`src/rtl/pf_pkg.sv`:
```
// ============================================================================
// Module  : pf_pkg
// Purpose : Shared types and constants for the sequential binary32
//           subtractor (resta_pf_seq) and its rounding stage (pf_round).
// Contents: FSM state enum, IEEE-754 field struct, format constants.
// Rev     : 1.0 - initial release
// ============================================================================
`default_nettype none

package pf_pkg;

  typedef enum logic [2:0] {
    IDLE  = 3'd0,
    ALIGN = 3'd1,
    SUB   = 3'd2,
    NORM  = 3'd3,
    ROUND = 3'd4
  } state_t;

  localparam int          BIAS      = 127;
  localparam int          EXP_MAX   = 255;
  localparam logic [31:0] QNAN      = 32'h7FC0_0000;
  // Working mantissa: {carry, hidden, frac[22:0], G, R, S}
  localparam int          WORK_W    = 28;
  // Beyond this distance the smaller operand only survives as sticky
  localparam int          ALIGN_SAT = 27;

  typedef struct packed {
    logic        sign;
    logic [7:0]  exp;
    logic [22:0] frac;
  } fp_t;

endpackage

`default_nettype wire

```
`src/rtl/pf_round.sv`:
```
// ============================================================================
// Module  : pf_round
// Purpose : Combinational rounding / packing stage of resta_pf_seq.
//           Takes the normalised fraction, the G/R/S bits and the working
//           exponent, returns packed binary32 bits plus range flags.
// Macro   : RESTA_PF_RNE_EN - defined: round-to-nearest-even on G/R/S;
//                             undefined: truncation (G/R/S ignored).
// Ports   : sign     in   result sign
//           exp_in   in   signed working exponent (biased)
//           frac_in  in   23-bit fraction below the hidden bit
//           grs      in   {guard, round, sticky}
//           bits     out  packed {sign, exp[7:0], frac}
//           ovf      out  rounded exponent >= 255
//           unf      out  rounded exponent <= 0
// Rev     : 1.0 - initial release
// ============================================================================
`default_nettype none

module pf_round
  import pf_pkg::*;
(
  input  logic              sign,
  input  logic signed [9:0] exp_in,
  input  logic [22:0]       frac_in,
  input  logic [2:0]        grs,
  output logic [31:0]       bits,
  output logic              ovf,
  output logic              unf
);

  logic [22:0]       frac_r;
  logic signed [9:0] exp_r;

`ifdef RESTA_PF_RNE_EN
  logic        rnd_up;
  logic [23:0] sum;

  always_comb begin
    rnd_up = grs[2] & (grs[1] | grs[0] | frac_in[0]);
    sum    = {1'b0, frac_in} + {23'd0, rnd_up};
    // A carry out of the fraction means it was all ones: the fraction wraps
    // to zero and the value becomes the next power of two.
    frac_r = sum[22:0];
    exp_r  = exp_in + (sum[23] ? 10'sd1 : 10'sd0);
  end
`else
  logic unused_grs;

  assign unused_grs = ^grs;

  always_comb begin
    frac_r = frac_in;
    exp_r  = exp_in;
  end
`endif

  always_comb begin
    ovf  = (exp_r >= $signed(10'(EXP_MAX)));
    unf  = (exp_r <= 10'sd0);
    bits = {sign, exp_r[7:0], frac_r};
  end

endmodule

`default_nettype wire

```
`src/rtl/resta_pf_seq.sv`:
```
// ============================================================================
// Module  : resta_pf_seq
// Purpose : Multi-cycle binary32 subtractor, result = A - B, start/done
//           handshake. Bit-serial alignment and normalisation shifters.
// Macro   : RESTA_PF_RNE_EN (round-to-nearest-even vs truncation, pf_round)
// Ports   : clk     in   clock, rising edge
//           rst     in   asynchronous active-high reset
//           start   in   request, sampled only in IDLE
//           A, B    in   operands, sampled with start
//           busy    out  high in every state except IDLE
//           done    out  one-cycle completion pulse
//           result  out  A - B, held until the next accepted start
// Rev     : 1.0 - initial release
// ============================================================================
`default_nettype none

module resta_pf_seq
  import pf_pkg::*;
(
  input  logic        clk,
  input  logic        rst,
  input  logic        start,
  input  logic [31:0] A,
  input  logic [31:0] B,
  output logic        busy,
  output logic        done,
  output logic [31:0] result
);

  state_t              state_q, state_d;
  logic [4:0]          cnt_q, cnt_d;
  logic [WORK_W-1:0]   x_q, x_d;
  logic [WORK_W-1:0]   y_q, y_d;
  logic signed [9:0]   exp_q, exp_d;
  logic                sign_q, sign_d;
  logic                eff_sub_q, eff_sub_d;
  logic                nan_q, nan_d;
  logic                zero_q, zero_d;
  logic                busy_q, busy_d;
  logic                done_q, done_d;
  logic [31:0]         result_q, result_d;

  // Operand preparation (used only when a start is accepted)
  fp_t         a_op, b_op;
  logic        b_sign, swap, special;
  logic [23:0] a_man, b_man, big_man, small_man;
  logic [7:0]  big_exp, small_exp, exp_diff;
  logic [4:0]  d_sat;

  always_comb begin
    a_op      = fp_t'(A);
    b_op      = fp_t'(B);
    b_sign    = ~b_op.sign;
    // Denormals flush to signed zero: hidden bit and fraction cleared
    a_man     = (a_op.exp == 8'd0) ? 24'd0 : {1'b1, a_op.frac};
    b_man     = (b_op.exp == 8'd0) ? 24'd0 : {1'b1, b_op.frac};
    special   = (a_op.exp == 8'(EXP_MAX)) || (b_op.exp == 8'(EXP_MAX));
    swap      = {b_op.exp, b_man} > {a_op.exp, a_man};
    big_exp   = swap ? b_op.exp : a_op.exp;
    small_exp = swap ? a_op.exp : b_op.exp;
    big_man   = swap ? b_man : a_man;
    small_man = swap ? a_man : b_man;
    exp_diff  = big_exp - small_exp;
    d_sat     = (exp_diff > 8'(ALIGN_SAT)) ? 5'(ALIGN_SAT) : exp_diff[4:0];
  end

  logic [31:0] rnd_bits;
  logic        rnd_ovf, rnd_unf;

  pf_round u_round (
    .sign    (sign_q),
    .exp_in  (exp_q),
    .frac_in (x_q[25:3]),
    .grs     (x_q[2:0]),
    .bits    (rnd_bits),
    .ovf     (rnd_ovf),
    .unf     (rnd_unf)
  );

  always_comb begin
    state_d   = state_q;
    cnt_d     = cnt_q;
    x_d       = x_q;
    y_d       = y_q;
    exp_d     = exp_q;
    sign_d    = sign_q;
    eff_sub_d = eff_sub_q;
    nan_d     = nan_q;
    zero_d    = zero_q;
    busy_d    = busy_q;
    done_d    = 1'b0;
    result_d  = result_q;

    case (state_q)
      IDLE: begin
        if (start) begin
          busy_d    = 1'b1;
          nan_d     = special;
          zero_d    = 1'b0;
          sign_d    = swap ? b_sign : a_op.sign;
          eff_sub_d = a_op.sign ^ b_sign;
          x_d       = {1'b0, big_man, 3'b000};
          y_d       = {1'b0, small_man, 3'b000};
          exp_d     = $signed({2'b00, big_exp});
          // Specials skip the datapath; the extra ROUND cycle keeps their
          // latency at two edges.
          cnt_d     = special ? 5'd1 : d_sat;
          state_d   = special ? ROUND : ALIGN;
        end
      end

      ALIGN: begin
        if (cnt_q != 5'd0) begin
          y_d   = {1'b0, y_q[WORK_W-1:2], y_q[1] | y_q[0]};
          cnt_d = cnt_q - 5'd1;
        end else begin
          state_d = SUB;
        end
      end

      SUB: begin
        // X >= Y in magnitude, so the subtraction never goes negative
        x_d     = eff_sub_q ? (x_q - y_q) : (x_q + y_q);
        state_d = NORM;
      end

      NORM: begin
        if (x_q[WORK_W-1]) begin
          x_d     = {1'b0, x_q[WORK_W-1:2], x_q[1] | x_q[0]};
          exp_d   = exp_q + 10'sd1;
          state_d = ROUND;
        end else if (x_q == '0) begin
          zero_d  = 1'b1;
          state_d = ROUND;
        end else if (x_q[WORK_W-2]) begin
          state_d = ROUND;
        end else begin
          x_d   = {x_q[WORK_W-2:0], 1'b0};
          exp_d = exp_q - 10'sd1;
        end
      end

      ROUND: begin
        if (cnt_q != 5'd0) begin
          cnt_d = cnt_q - 5'd1;
        end else begin
          state_d = IDLE;
          busy_d  = 1'b0;
          done_d  = 1'b1;
          if (nan_q)        result_d = QNAN;
          else if (zero_q)  result_d = 32'h0000_0000;
          else if (rnd_ovf) result_d = {sign_q, 8'hFF, 23'd0};
          else if (rnd_unf) result_d = {sign_q, 31'd0};
          else              result_d = rnd_bits;
        end
      end

      default: begin
        state_d = IDLE;
        busy_d  = 1'b0;
      end
    endcase
  end

  always_ff @(posedge clk or posedge rst) begin
    if (rst) begin
      state_q   <= IDLE;
      cnt_q     <= 5'd0;
      x_q       <= '0;
      y_q       <= '0;
      exp_q     <= 10'sd0;
      sign_q    <= 1'b0;
      eff_sub_q <= 1'b0;
      nan_q     <= 1'b0;
      zero_q    <= 1'b0;
      busy_q    <= 1'b0;
      done_q    <= 1'b0;
      result_q  <= 32'h0000_0000;
    end else begin
      state_q   <= state_d;
      cnt_q     <= cnt_d;
      x_q       <= x_d;
      y_q       <= y_d;
      exp_q     <= exp_d;
      sign_q    <= sign_d;
      eff_sub_q <= eff_sub_d;
      nan_q     <= nan_d;
      zero_q    <= zero_d;
      busy_q    <= busy_d;
      done_q    <= done_d;
      result_q  <= result_d;
    end
  end

  assign busy   = busy_q;
  assign done   = done_q;
  assign result = result_q;

endmodule

`default_nettype wire

```
`config.mk`:
```
export PLATFORM = sky130hd
export DESIGN_NAME = resta_pf_seq
export DESIGN_NICKNAME = d
export VERILOG_FILES = /design/src/rtl/pf_pkg.sv /design/src/rtl/pf_round.sv /design/src/rtl/resta_pf_seq.sv
export SDC_FILE = /design/constraint.sdc
export NUM_CORES = 1
export LEC_CHECK = 0
export ABC_CLOCK_PERIOD_IN_PS = 8800
export CAP_MARGIN = 20
export CORE_ASPECT_RATIO = 1.1
export CORE_MARGIN = 3
export CORE_UTILIZATION = 48
export DETAILED_ROUTE_END_ITERATION = 6
export HOLD_SLACK_MARGIN = 0.12
export PLACE_DENSITY = 0.73
export SKIP_LAST_GASP = 1
export SLEW_MARGIN = 20
export SYNTH_ARGS = -nofsm -noshare
export SYNTH_HDL_FRONTEND = slang
export SYNTH_SLANG_ARGS = --single-unit
```
`constraint.sdc`:
```
create_clock -name clk -period 8.8 [get_ports clk]
set_input_delay 0.88 -clock clk [delete_from_list [all_inputs] [get_ports clk]]
set_output_delay 0.88 -clock clk [all_outputs]
set_load 0.02 [all_outputs]
```
==> out/qor.csv <==
metric,value,unit
first-pass GRT wire length,43400,µm
Ys Warns,0,
Max-Cap Viols,0,
outcome,finished clean,
largest net degree at the start of global routing,81,
RePlAce Congestion,0.911,
final-layout fill cell count,1822,
"Reg clk slew, reported paths",0.07,ns
"most common cell after layout, fill and taps aside",nor2_1,
Setup-failing EPs final,0,
Inserted Diodes,0,
fin crit share,71.6,%
Multi-input gate area,6430,µm²
Worst Tran Pin Value,1.16,ns
vias in the first global route,8634,
share of synthesized registers carrying an async set or reset,100,%
Fmax,159,MHz
CTS Hold Buffers Added,0,
unrepaired setup endpoints after global routing,false,
vias per cell,6.02,
Slew Limit Fails,0,
Cells after Synth,1267,
Post-layout nets,1456,
relative slew slack,22.4,%
drt first-iter violations,758,
Yosys reg bits,111,
I/O Pins,101,
CTS tree,done,
CTS root buf,clkbuf_16,
vias,9447,
worst setup margin,2.50,ns
Setup CP Type,input port to register,
crit path capture type,register,
PostCTS Resize Cnt,0,
crit-path cells,clkdlybuf4s50_1 > nor4_1 > nand2_1 > and2_1 > ha_1 > nand4_1 > or4_4 > or3_4 > a22oi_4 > buf_4 > buf_4 > nor2b_1 > a31oi_1 > o221ai_1 > o21a_1,
number of remaining DRC errors,0,
Max VDD drop,0.000195,V
most frequent cells in the layout,"nor2_1 (152), nand2_1 (145), a21oi_1 (120)",
register area,2780,µm²
worst hold path class,register to register,
H-tree levels,3,
"Min Clock Period, post-route",6.30,ns
routed length per instance,17.0,µm
Synth area leader,dfrtp_1,
Critical Path AT,6.53,ns
Post-Route WL,26700,µm
Layout Skew,0.00967,ns
DP HPWL,20200,µm
GRT overflow,0,
share of the synthesized area in the top cell type,28.7,%
r2r setup slk,4.12,ns
ys flop type,dfrtp_1,
"EDFF count, synth",0,
ranking of synthesized cells by area,"dfrtp_1 (29%), ha_1 (9.2%), a21oi_1 (6.3%)",
Post-CTS Setup Inserts,0,
Worst path slowest cell,buf_4,
P&R area growth vs syn,15.9,%
post-synthesis net count,1407,
Lkg Pwr,4.88,nW
most frequent cell on the critical path,buf_4,
core footprint,19400,µm²
pre-CTS setup slack,2.15,ns
layout cells sized above 1,4.62,%
syn avg cell area,7.64,µm²
Startpoint Class,input port,
Sink Count,111,
Initial Util,49.8,%
initial antenna violation count,0,
"antenna viol nets, final",0,
CP max stage delay,0.66,ns
die height,155,µm
clk_lat worst skew,0.35,ns
CTS max path bufs,2,
register area share after synthesis,28.7,%
full die area,21900,µm²
clock buffers created by TritonCTS,9,
PwrDens,389,nW/µm²
Final Hold Viols,0,
I/O Buffers,100,
GRT Total Usage,23.9,%
FP Rows,53,
post-synth cell types,76,
Max Fanout on Critical Path,80,
die width,141,µm
CP Data Required Time,9.03,ns
synthesized cell area,9680,µm²
Fin Setup TNS,0,ns
drt pass-1 iters,6,
## flip-flops by register name, indices dropped and copies added (netlist names)
register / count
busy: 1
cnt_q: 5
done: 1
eff_sub_q: 1
exp_q: 10
nan_q: 1
result: 32
sign_q: 1
state_q: 3
x_q: 28
y_q: 27
zero_q: 1
## final timing paths
| kind | startpoint | to | depth (start not counted) |
|---|---|---|---|
| setup reg to reg | y_q[2]$_DFFE_PP0P_ | x_q[26]$_DFFE_PP0P_ | 16 |
| hold / removal | result[23]$_DFFE_PP0P_ | result[23]$_DFFE_PP0P_ | 2 |
| hold reg to reg | result[23]$_DFFE_PP0P_ | result[23]$_DFFE_PP0P_ | 2 |
| setup / recovery | B[24] | x_q[18]$_DFFE_PP0P_ | 15 |
| max in group asynchronous | rst | cnt_q[0]$_DFFE_PP0P_ | 3 |
| min in group asynchronous | rst | result[5]$_DFFE_PP0P_ | 2 |
## report_power, final
part / switching, mW / internal (mW) / leakage (nW) / total, mW
combinational: 1.60 / 1.26 / 3.29 / 2.86
sequential: 0.312 / 0.712 / 1.41 / 1.02
clock: 0.190 / 0.294 / 0.176 / 0.484
## cell type report
type / count / share of cell area (%)
multi-input combinational: 1027 / 57.3
inverter: 55 / 1.86
timing repair buffer: 112 / 10.1
clock buffer: 11 / 2.25
tap: 247 / 2.76
clock inverter: 5 / 0.926
sequential: 111 / 24.8
## per-layer routing
| layer | track usage, % | vias up | part of all wire [%] |
|---|---|---|---|
| met1 | 36.4 | 4381 | 48 |
| met5 | 0 | - | 0 |
| li1 | - | 4688 | - |
| met3 | 4.46 | 31 | 8.5 |
| met2 | 34.1 | 347 | 41 |
| met4 | 7.59 | 0 | 2.4 |
## cells by family after synthesis
family          share of synthesized area, %
buf+inv                                 5.22
compound gates                          26.0
mux                                     1.91
xor+xnor                                5.07
flops                                   28.7
fa+ha+maj                               9.60
simple gates                            23.5
## Yosys cell counts (all sizes together), types with 3 or more instances
| cell | number |
|---|---|
| mux2i | 14 |
| a211oi | 3 |
| nor3 | 29 |
| xnor2 | 44 |
| ha | 71 |
| and2 | 15 |
| and3 | 8 |
| a21oi | 121 |
| or4 | 6 |
| nor2b | 16 |
| nand4 | 16 |
| a221o | 3 |
| nand2b | 13 |
| nor4 | 18 |
| o211ai | 10 |
| a31oi | 34 |
| nor2 | 153 |
| a222oi | 15 |
| a21o | 10 |
| nor3b | 3 |
| o21bai | 9 |
| a22oi | 3 |
| clkbuf | 58 |
| buf | 16 |
| o21a | 10 |
| o221ai | 5 |
| o31ai | 7 |
| a22o | 23 |
| o41ai | 3 |
| nand3b | 6 |
| o21ai | 112 |
| nand2 | 145 |
| a221oi | 6 |
| or2 | 11 |
| mux2 | 4 |
| xor2 | 12 |
| dfrtp | 111 |
| o211a | 3 |
| nand3 | 32 |
| nor4b | 3 |
| nand4b | 3 |
| inv | 54 |
## per-stage QoR
stage          area [µm²]  util, %  hold WS, ns  power (mW)  std cells
2_1_floorplan        9680        -        0.450        3.15       1267
3_3_place_gp        10800     55.6        0.463        3.72       1550
3_5_place_dp        10800     55.6        0.469        3.79       1550
4_1_cts             11200     57.4        0.488        4.29       1566
5_1_grt             11200     57.7        0.523        4.76       1568
6_report            11200     57.7        0.477        4.37       1568
## critical path, delay by kind of cell
kind	cells	cell delay (ns)
adders and majority gates	1	0.31
AOI/OAI and AO/OA	4	0.88
buffers and inverters	3	1.67
and+or+nand+nor	7	2.75
Power figures use the tool's default switching activity.
